==> src/rtl/mdu_pkg.sv <==
// Shared definitions for the sequential multiply/divide units.
// Holds the FSM state encoding, default width and counter sizing.
package mdu_pkg;

    localparam int MDU_PARALLELISM = 32;

    localparam int MDU_CNT_W = $clog2(MDU_PARALLELISM) + 1;

    typedef enum logic [2:0] {
        S_IDLE    = 3'd0,
        S_LOAD    = 3'd1,
        S_ITER    = 3'd2,
        S_SIGNFIX = 3'd3,
        S_DONE    = 3'd4
    } mdu_state_e;

    // Counter must hold the value N itself, hence one extra bit.
    function automatic int mdu_cnt_w(input int n);
        return $clog2(n) + 1;
    endfunction

endpackage

==> src/rtl/mul_seq_dp.sv <==
// Datapath of the sequential multiplier: operands, magnitudes,
// shift-add accumulator, iteration counter and final sign fix.
module mul_seq_dp
    import mdu_pkg::*;
#(
    parameter int N = MDU_PARALLELISM
) (
    input  logic         clk,
    input  logic         rst_n,
    input  logic         accept_i,
    input  logic         load_i,
    input  logic         iter_i,
    input  logic         fix_i,
    input  logic         usigned_i,
    input  logic [N-1:0] a_i,
    input  logic [N-1:0] b_i,
    output logic         cnt_last_o,
    output logic [N-1:0] prod_hi_o,
    output logic [N-1:0] prod_lo_o
);

    localparam int CW = mdu_cnt_w(N);
    localparam int W2 = 2 * N;

    logic [N-1:0]  a_q, a_d;
    logic [N-1:0]  b_q, b_d;
    logic          us_q, us_d;
    logic [W2-1:0] mcand_q, mcand_d;
    logic [N-1:0]  mplier_q, mplier_d;
    logic          neg_q, neg_d;
    logic [W2-1:0] acc_q, acc_d;
    logic [CW-1:0] cnt_q, cnt_d;
    logic [W2-1:0] prod_q, prod_d;

    // Most negative value maps onto 2^(N-1) as an unsigned magnitude.
    function automatic logic [N-1:0] mag_f(
        input logic [N-1:0] v,
        input logic         us
    );
        return (!us && v[N-1]) ? -v : v;
    endfunction

    always_comb begin
        a_d      = a_q;
        b_d      = b_q;
        us_d     = us_q;
        mcand_d  = mcand_q;
        mplier_d = mplier_q;
        neg_d    = neg_q;
        acc_d    = acc_q;
        cnt_d    = cnt_q;
        prod_d   = prod_q;

        if (accept_i) begin
            a_d  = a_i;
            b_d  = b_i;
            us_d = usigned_i;
        end

        if (load_i) begin
            mcand_d  = {{N{1'b0}}, mag_f(a_q, us_q)};
            mplier_d = mag_f(b_q, us_q);
            neg_d    = ~us_q & (a_q[N-1] ^ b_q[N-1]);
            acc_d    = '0;
            cnt_d    = CW'(N);
        end

        if (iter_i) begin
            if (mplier_q[0]) begin
                acc_d = acc_q + mcand_q;
            end
            mcand_d  = mcand_q << 1;
            mplier_d = mplier_q >> 1;
            cnt_d    = cnt_q - CW'(1);
        end

        if (fix_i) begin
            prod_d = neg_q ? -acc_q : acc_q;
        end
    end

    always_ff @(posedge clk) begin
        if (!rst_n) begin
            a_q      <= '0;
            b_q      <= '0;
            us_q     <= 1'b0;
            mcand_q  <= '0;
            mplier_q <= '0;
            neg_q    <= 1'b0;
            acc_q    <= '0;
            cnt_q    <= '0;
            prod_q   <= '0;
        end else begin
            a_q      <= a_d;
            b_q      <= b_d;
            us_q     <= us_d;
            mcand_q  <= mcand_d;
            mplier_q <= mplier_d;
            neg_q    <= neg_d;
            acc_q    <= acc_d;
            cnt_q    <= cnt_d;
            prod_q   <= prod_d;
        end
    end

    assign cnt_last_o = (cnt_q == CW'(1));
    assign prod_hi_o  = prod_q[W2-1:N];
    assign prod_lo_o  = prod_q[N-1:0];

endmodule

==> src/rtl/mul_seq_unit.sv <==
// Radix-2 sequential multiplier: control FSM around mul_seq_dp.
// Signed operands are handled as magnitudes with a final negate.
module mul_seq_unit
    import mdu_pkg::*;
#(
    parameter int PARALLELISM = MDU_PARALLELISM
) (
    input  logic                   clk,
    input  logic                   rst_n,
    input  logic                   valid,
    input  logic                   usigned,
    input  logic [PARALLELISM-1:0] multiplicand,
    input  logic [PARALLELISM-1:0] multiplier,
    output logic [PARALLELISM-1:0] product_hi,
    output logic [PARALLELISM-1:0] product_lo,
    output logic                   res_ready,
    output logic                   busy
);

    mdu_state_e state_q, state_d;

    logic accept;
    logic load;
    logic iter;
    logic fix;
    logic cnt_last;

    always_comb begin
        state_d = state_q;
        accept  = 1'b0;
        load    = 1'b0;
        iter    = 1'b0;
        fix     = 1'b0;
        unique case (state_q)
            S_IDLE: begin
                if (valid) begin
                    accept  = 1'b1;
                    state_d = S_LOAD;
                end
            end
            S_LOAD: begin
                load    = 1'b1;
                state_d = S_ITER;
            end
            S_ITER: begin
                iter = 1'b1;
                if (cnt_last) begin
                    state_d = S_SIGNFIX;
                end
            end
            S_SIGNFIX: begin
                fix     = 1'b1;
                state_d = S_DONE;
            end
            S_DONE: begin
                state_d = S_IDLE;
            end
            default: begin
                state_d = S_IDLE;
            end
        endcase
    end

    always_ff @(posedge clk) begin
        if (!rst_n) begin
            state_q <= S_IDLE;
        end else begin
            state_q <= state_d;
        end
    end

    assign busy      = (state_q != S_IDLE);
    assign res_ready = (state_q == S_DONE);

    mul_seq_dp #(
        .N (PARALLELISM)
    ) u_dp (
        .clk        (clk),
        .rst_n      (rst_n),
        .accept_i   (accept),
        .load_i     (load),
        .iter_i     (iter),
        .fix_i      (fix),
        .usigned_i  (usigned),
        .a_i        (multiplicand),
        .b_i        (multiplier),
        .cnt_last_o (cnt_last),
        .prod_hi_o  (product_hi),
        .prod_lo_o  (product_lo)
    );

endmodule

==> config.mk <==
export PLATFORM = sky130hd
export DESIGN_NAME = mul_seq_unit
export DESIGN_NICKNAME = d
export VERILOG_FILES = /design/src/rtl/mdu_pkg.sv /design/src/rtl/mul_seq_dp.sv /design/src/rtl/mul_seq_unit.sv
export SDC_FILE = /design/constraint.sdc
export NUM_CORES = 1
export LEC_CHECK = 0
export BUFFER_PORTS_ARGS = -buffer_cell sky130_fd_sc_hd__buf_4
export CORE_ASPECT_RATIO = 0.5
export CORE_MARGIN = 4
export CORE_UTILIZATION = 35
export DETAILED_ROUTE_END_ITERATION = 8
export PLACE_DENSITY_LB_ADDON = 0.05
export SLEW_MARGIN = 20
export SYNTH_ARGS = -nofsm -noshare
export SYNTH_HDL_FRONTEND = slang
export SYNTH_SLANG_ARGS = --single-unit
==> constraint.sdc <==
create_clock -name clk -period 4.4 [get_ports clk]
set_input_delay 0 -clock clk [delete_from_list [all_inputs] [get_ports clk]]
set_output_delay 0 -clock clk [all_outputs]
set_load 0.005 [all_outputs]
After elaboration in Yosys (flattened, before gate mapping) --
Index checks and enable logic that the tools add are counted.
Storage, ports and cells: memory bits (writable) 0, flip-flop bits (word level) 299, logic and storage cells 56, memories 0, memory bits (read-only) 0, output and inout bits 66, bits in latches 0, bits of input ports 68
Operators by class: bitwise gates (word level) 4, shifts and indexed selects 0, add/sub/neg operators 5, multiplexer cells 20, magnitude comparators 0, multiply operators 0, div/mod/pow operators 0, equal/unequal tests 7, reduce and logical (&&, ||, !) cells 8
Operators by type and width (count):
- 64-bit 2-to-1 mux | 6
- 64-bit adder | 1
- 32-bit 2-to-1 mux | 2
- 32-bit negation | 2
- 64-bit negation | 1
- 31-bit 2-to-1 mux | 2
- 6-bit 2-to-1 mux | 2
- 3-bit case mux with 4 select lines | 1
- 3-bit by 2-bit equality test with 1-bit output (second input constant) | 2
- 6-bit by 1-bit equality test with 1-bit output (second input constant) | 1
- 3-bit 2-to-1 mux | 2
- 6-bit by 1-bit subtractor with 6-bit output (second input constant) | 1
- 1-bit 2-to-1 mux | 5
- 2-bit != test (second input constant) | 2
- 3-bit by 1-bit equality test with 1-bit output (second input constant) | 1
- 3-bit equality test (second input constant) | 1
- 3-bit logical NOT | 1
- 3-bit nonzero test | 1
- 1-bit logical AND | 2
- 1-bit inverter | 2
- 2-bit AND reduction | 1
- 2-bit nonzero test | 1
- 2-bit OR reduction | 1
- 1-bit bitwise AND | 1
- 2 further kinds | 2

Longest topological paths before layout --
Gate-level depths: netlist of run 1.
depth in word-level cells 5, depth in mapped cells 13, depth with buffers taken out 12

Cells and area by module --
From an unflattened synthesis of run 1, not the netlist that was laid out.
Second synthesis, totals: cell total of the unflattened synthesis 2175, area total of the unflattened synthesis 17991.0 µm²
Modules (own cells, without submodules):
- mul_seq_dp | area each 17827.1 µm², cells an instance 2158, times used 1, seq. area each 5925.7 µm²
- mul_seq_unit | area each 163.9 µm², cells an instance 17, times used 1, seq. area each 60.1 µm²

Worst setup path after synthesis of run 1 --
OpenSTA, ideal clock, no wires.
kind reg-to-reg, from register u_dp.acc_q[16], to register u_dp.prod_q[61], buffers on the path 2, clock period less this slack 3.442 ns, data arrival time 3.326 ns, library setup time 0.116 ns, path slack 0.958 ns, data required time 4.284 ns, stages on the path, launching flop included 13, cell sequence dfxtp_1 -> or3_4 -> or4_4 -> or4_4 -> buf_6 -> or3_1 -> buf_2 -> or3_4 -> nand2b_4 -> o41ai_4 -> xor2_1 -> nand2_1 -> o211a_1
Between the ends: word-level cells in the longest chain between the ends 2
Ends and longest elaborated chain:
- start, declared | line mul_seq_dp.sv:31 | logic [W2-1:0] acc_q, acc_d;
- start signal, assigned | line mul_seq_dp.sv:90 | acc_q <= '0;
- start signal, assigned | line mul_seq_dp.sv:100 | acc_q <= acc_d;
- 64-bit negation | line mul_seq_dp.sv:78 | prod_d = neg_q ? -acc_q : acc_q;
- 64-bit 2-to-1 mux | line mul_seq_dp.sv:78
- end signal, assigned | line mul_seq_dp.sv:102 | prod_q <= prod_d;
- end, declared | line mul_seq_dp.sv:33 | logic [W2-1:0] prod_q, prod_d;
No other way between the ends. A chain may end at the register's enable or synchronous reset.

Worst setup path after layout of run 1 --
from register u_dp.acc_q[16], to register u_dp.prod_q[52]
The elaborated chain is that of the path after synthesis.

==> run summary, run 1 <==
Mux cell area share after synthesis - 0.116%
Die Height - 165 um
# hold bufs at CTS - 67
Postcts setup bufs - 0
Post-synth top flop - dfxtp_1
Final Setup Violations - 0
EDFF count, synth - 0
Worst Hold Class - input pin to register
Critical path, cell by cell - or3_4 -> or4_4 -> or4_4 -> or2_2 -> or3_1 -> o41ai_2 -> and2_1 -> xor2_1 -> o21ai_0 -> and2_1
Syn nets - 2285
# nets final - 2399
Post-layout min period - 3.77 ns
ANT nets after route - 0
CP Launch Type - register
CP required - 4.87 ns
# port buffers - 133
Layout area overhead - 18.9%
Antenna diode count - 0
Levels on crit path - 10
CTS Buf Count - 31
CP max stage cell - or4_4
First-pass GRT wire length - 82500 um
Crit path buffers/inverters - 0
Leak Pwr - 8.52 nW
Area share of fa/ha/maj cells after synthesis - 5.04%
Hold WS - 0.226 ns
Mean Syn Cell Area - 8.04 um2
Outcome - finished clean
Detailed Route Iter0 Violations - 935
Via/cell ratio - 5.22
Fillers - 4993
Number of remaining DRC errors - 0
Largest net degree at the start of global routing - 221
CP Capture Type - register
Placed Cells - 2811
Post-synth ARST share - 0%
Proportion of layout cells with a drive suffix above 1 - 10.8%
Relative slew slack - 28.5%
Initial antenna violation count - 0
Worst hold path cell count - 4
Clk slew on worst S/H paths - 0.07 ns
Dominant cell type by area after synthesis - dfxtp_1
Synth top cells by count - nand2_1 (335), dfxtp_1 (299), o21ai_0 (199)
Yosys cell types - 68
Clock skew - 0.0179 ns
Yosys warns - 0
Maxcap violations - 0
Starting Density - 35.5%
Total grt overflow - 0
Cells after synthesis - 2148
Routed len/inst - 17.7 um
Most frequently used cell type in the post-synthesis netlist - nand2_1
DRT Wirelength - 51900 um
Max clock buf depth - 3
DP HPWL - 36600 um
Setup TNS - 0 ns
Root buffer cell - clkbuf_16
CTS tree - built
Crit Path Category - register to register
Register area share after synthesis - 34.6%
Drt first pass iters - 5
Die X - 322 um
Simple-gate portion of the synthesized area - 21.0%
RSZ-0062 raised after global routing - false
# rows - 57
Clk sinks - 299
Core area - 48600 um2
FF+latch count, synth - 299
Total I/O pin count - 134
Fmax - 265 MHz
CP top delay family - simple AND/OR/NAND/NOR gates
Reg2Reg Depth - 10
Fin. Hold Viols - 0
Vias in the first global route - 14.8k
Highest ir drop seen on vdd - 297 uV
Largest family of logic cells by synthesized area - compound AO/OA/AOI/OAI gates
Slew Limit Fails - 0
Fin crit share - 85.8%
Largest stage delay on the critical path - 0.60 ns
Placer Congestion - 0.874
Htree depth - 1
PostCTS Resize Cnt - 0
Crit path DAT - 4.25 ns
Post-Synth XOR/XNOR Area - 9.18%
Compound-Gate Fraction of Synth Area - 26.2%
Slew @ Worst Pin - 1.07 ns
Synth top area cells - dfxtp_1 (35%), nand2_1 (7.3%), xor2_1 (5.8%)
Non-filler cells, final - 2936
Vias - 15.3k
Area fraction of the dominant cell type after synthesis - 34.6%
Clock latency on the worst-skew pair - 0.59 ns
Critical path fanouts, max - 5
GRT Total Usage - 19.1%
Die area - 53200 um2
PD cells - 314 nW/um2
Synthesized area - 17300 um2
-- registers in the layout (all words and copies together), names as in the netlist --
register / flops
u_dp.prod_q: 64
u_dp.a_q: 32
u_dp.us_q: 1
u_dp.neg_q: 1
u_dp.mplier_q: 32
state_q: 3
u_dp.cnt_q: 6
u_dp.acc_q: 64
u_dp.mcand_q: 64
u_dp.b_q: 32
-- kinds of logic (layout without fill, tap and decap cells) --
kind of cell / count (synthesis) / count (layout)
xor+xnor: 181 / 181
mux: 2 / 2
buf+inv: 172 / 311
flops: 299 / 299
simple gates: 745 / 745
compound gates: 680 / 680
fa+ha+maj: 69 / 69
-- path summary, 6_finish.rpt --
| kind | startpoint | endpoint | slack (ns) |
|---|---|---|---|
| max | u_dp.acc_q[16] | u_dp.prod_q[52] | 0.63 |
| min | multiplier[25] | u_dp.b_q[25] | 0.23 |
| max reg2reg | u_dp.acc_q[16] | u_dp.prod_q[52] | 0.63 |
| min reg2reg | u_dp.mplier_q[31] | u_dp.mplier_q[31] | 0.47 |
-- per-layer routing --
metal	vias up	GRT usage, %	share of wire [%]
met2	215	30.9	44
li1	7875	-	-
met3	51	2.70	3.5
met5	-	0	0
met4	0	3.71	1.9
met1	7189	27.4	51
-- worst min-delay path, cell delays in order --
cell and delay [ns]:
dlygate4sd3_1 0.53, buf_4 0.13, nand2_1 0.04, a21boi_0 0.06
-- cell usage in the layout, fill, tap and decap left out, types with 6 or more instances in the layout --
cell type	n
a21boi_0	83
a21o_1	22
a21oi_1	115
a22oi_1	92
a31oi_1	6
and2_1	92
and3_1	13
buf_4	152
clkbuf_16	31
clkinv_2	8
dfxtp_1	298
dlygate4sd3_1	67
ha_1	68
inv_1	31
nand2_1	335
nand2b_1	12
nand3_1	51
nand4_1	15
nor2_1	74
nor2b_1	45
nor3_1	21
nor4_1	12
o211a_1	49
o211ai_1	7
o21ai_0	199
o21bai_1	12
o31ai_1	41
o41ai_1	13
or2_2	11
or3_1	24
or4_1	13
xnor2_1	67
xor2_1	114
-- where the power goes --
part / internal [W] / switching, W
combinational: 0.000295 / 0.000397
clock: 0.00168 / 0.00119
sequential: 0.00279 / 0.0000984
-- cell type report --
| type | instances | area, um2 | share of cell area, % |
|---|---|---|---|
| clock buffer | 38 | 852 | 4.15 |
| clock inverter | 20 | 250 | 1.22 |
| inverter | 31 | 116 | 0.567 |
| multi-input combinational | 1677 | 10700 | 51.9 |
| sequential | 299 | 5990 | 29.2 |
| tap | 649 | 812 | 3.95 |
| timing repair buffer | 222 | 1860 | 9.07 |
-- per-stage QoR --
step                      util (%)  instance area, um2  total power (W)  worst slack [ns]
after detailed placement      38.6               18800          0.00361             0.601
after floorplan                  -               17300          0.00336             0.958
after global routing          42.2               20500          0.00674             0.478
after global placement        38.6               18800          0.00361             0.683
after CTS                     42.2               20500          0.00656             0.581
final                         42.2               20500          0.00645             0.626
Power figures use the tool's default switching activity.
==> run 2, diff against run 1 <==
ABC_AREA = 1   (was default)
==> run summary, run 2 <==
Leak Pwr - 12.4 nW
Most frequently used cell type in the post-synthesis netlist - nand2_1
Antenna diode count - 0
Core area - 59600 um2
RSZ-0062 raised after global routing - false
Fmax - 363 MHz
CTS tree - built
Die Height - 182 um
Crit path DAT - 3.20 ns
Critical path fanouts, max - 59
Initial antenna violation count - 0
Simple-gate portion of the synthesized area - 36.4%
Highest ir drop seen on vdd - 237 uV
Setup ws final - 1.64 ns
Final Setup Violations - 0
Vias - 23.0k
# rows - 63
PD cells - 386 nW/um2
Register area share after synthesis - 28.3%
Via/cell ratio - 4.98
Clock latency on the worst-skew pair - 0.56 ns
Root buffer cell - clkbuf_16
Non-filler cells, final - 4608
Proportion of layout cells with a drive suffix above 1 - 7.64%
Largest family of logic cells by synthesized area - simple AND/OR/NAND/NOR gates
Compound-Gate Fraction of Synth Area - 15.7%
Synth top area cells - dfxtp_1 (28%), nand2_1 (20%), inv_1 (10%)
Worst Hold Class - input pin to register
Area fraction of the dominant cell type after synthesis - 28.3%
Total I/O pin count - 134
First-pass GRT wire length - 124000 um
Yosys cell types - 46
Synth top cells by count - nand2_1 (1128), inv_1 (574), nor2_1 (319)
Total grt overflow - 0
CP Capture Type - register
Fin. Hold Viols - 0
Hold WS - 0.241 ns
Mux cell area share after synthesis - 0%
ANT nets after route - 0
Mean Syn Cell Area - 5.86 um2
Syn nets - 3752
Postcts setup bufs - 0
Die area - 64800 um2
Relative slew slack - 37.9%
CP required - 4.84 ns
Placement-stage cell area - 22900 um2
Synthesized area - 21200 um2
Area share of fa/ha/maj cells after synthesis - 4.11%
Final Cell Area - 25000 um2
Cells after synthesis - 3615
Post-layout min period - 2.76 ns
Clk slew on worst S/H paths - 0.07 ns
Dominant cell type by area after synthesis - dfxtp_1
Setup TNS - 0 ns
Detailed Route Iter0 Violations - 2031
CTS Buf Count - 35
Placed Cells - 4450
Post-Synth XOR/XNOR Area - 2.52%
Largest net degree at the start of global routing - 79
Number of remaining DRC errors - 0
Maxcap violations - 0
Fin crit share - 62.6%
Outcome - finished clean
Largest registers - u_dp.acc_q: 64 flops, u_dp.mcand_q: 64 flops, u_dp.prod_q: 64 flops
Commonest cells after routing, fill and taps aside - nand2_1 (1127), inv_1 (573), nor2_1 (319), dfxtp_1 (297), a21oi_1 (290)
Crit Path Category - register to register
Placer Congestion - 0.959
Layout area overhead - 18.0%
Drt first pass iters - 5
PostCTS Resize Cnt - 0
FF+latch count, synth - 299
# port buffers - 133
# nets final - 3908
Max clock buf depth - 3
Yosys warns - 0
Htree depth - 2
Slew Limit Fails - 0
Vias in the first global route - 21.0k
Clk sinks - 299
GRT Total Usage - 24.4%
DP HPWL - 61400 um
Clock skew - 0.0242 ns
Most common cell after layout, fill and taps aside - nand2_1
Post-synth ARST share - 0%
Slew @ Worst Pin - 0.930 ns
Die X - 356 um
CP Launch Type - register
Routed len/inst - 17.5 um
EDFF count, synth - 0
DRT Wirelength - 80500 um
Post-synth top flop - dfxtp_1
Starting Density - 35.5%
Placement Setup Slack - 1.66 ns
[run 2: cell types whose count changed in the layout (fill, tap and decap cells not counted), sizes merged, moves of 90 or more]
cell,before,now
nand2,335,1133
inv,34,589
nor2,75,345
nand3,51,248
a21oi,115,290
a22oi,92,0
and2,93,3
[run 2: path summary, 6_finish.rpt]
kind / slack [ns] / cells after the start / to / startpoint
worst min register to register: 0.48 / 2 / u_dp.mplier_q[3] / u_dp.mplier_q[3]
worst min-delay path: 0.24 / 4 / u_dp.a_q[24] / rst_n
worst max register to register: 1.64 / 8 / u_dp.prod_q[24] / state_q[0]
worst max-delay path: 1.64 / 8 / u_dp.prod_q[24] / state_q[0]
[run 2: area by class of cell]
| class | instances | area, um2 |
|---|---|---|
| clock buffers | 43 | 966 |
| fillers | 6591 | 34600 |
| flip-flops and latches | 299 | 5990 |
| well taps | 812 | 1020 |
| inverters | 591 | 2220 |
| multi-input cells | 2594 | 12500 |
| clock inverters | 19 | 209 |
| repair buffers | 250 | 2140 |
[run 2: cells by family after synthesis]
kind of cell / Yosys count
flops: 299
fa+ha+maj: 69
simple gates: 1842
buf+inv: 722
xor+xnor: 61
compound gates: 622
[run 2: report_power, final]
part	total, W	switching (W)	leakage (nW)	internal [W]
clock	0.00308	0.00133	0.575	0.00175
combinational	0.00328	0.00223	9.41	0.00105
sequential	0.00330	0.000315	2.43	0.00298
total	0.00966	0.00388	12.4	0.00578
[run 2: timing repair]
| item | in CTS | in global routing |
|---|---|---|
| hold buffers | 96 | 0 |
| endpoints found under the hold margin | 66 | 0 |
| endpoints found under the setup margin | 0 | 0 |
[run 2: routing by layer]
metal	vias to the layer above	share of wire, %	GRT usage, %
met5	-	0	0
met4	0	1.8	4.49
met3	76	6.2	3.47
met2	581	40	35.5
met1	10500	52	37.8
li1	11800	-	-
[run 2: stage by stage]
step / total power, W / util, %
2_1_floorplan: 0.00543 / -
3_5_place_dp: 0.00650 / 38.4
6_report: 0.00966 / 42.0
4_1_cts: 0.00971 / 42.0
3_3_place_gp: 0.00651 / 38.4
5_1_grt: 0.0103 / 42.0
[run 2: worst max-delay path, cell delays in order (launching register included)]
cell      delay, ns
dfxtp_1        0.34
inv_1          0.05
nor2_1         0.20
nand2_1        0.44
clkinv_2       0.69
buf_4          0.52
o211ai_1       0.17
o211ai_1       0.12
inv_1          0.07
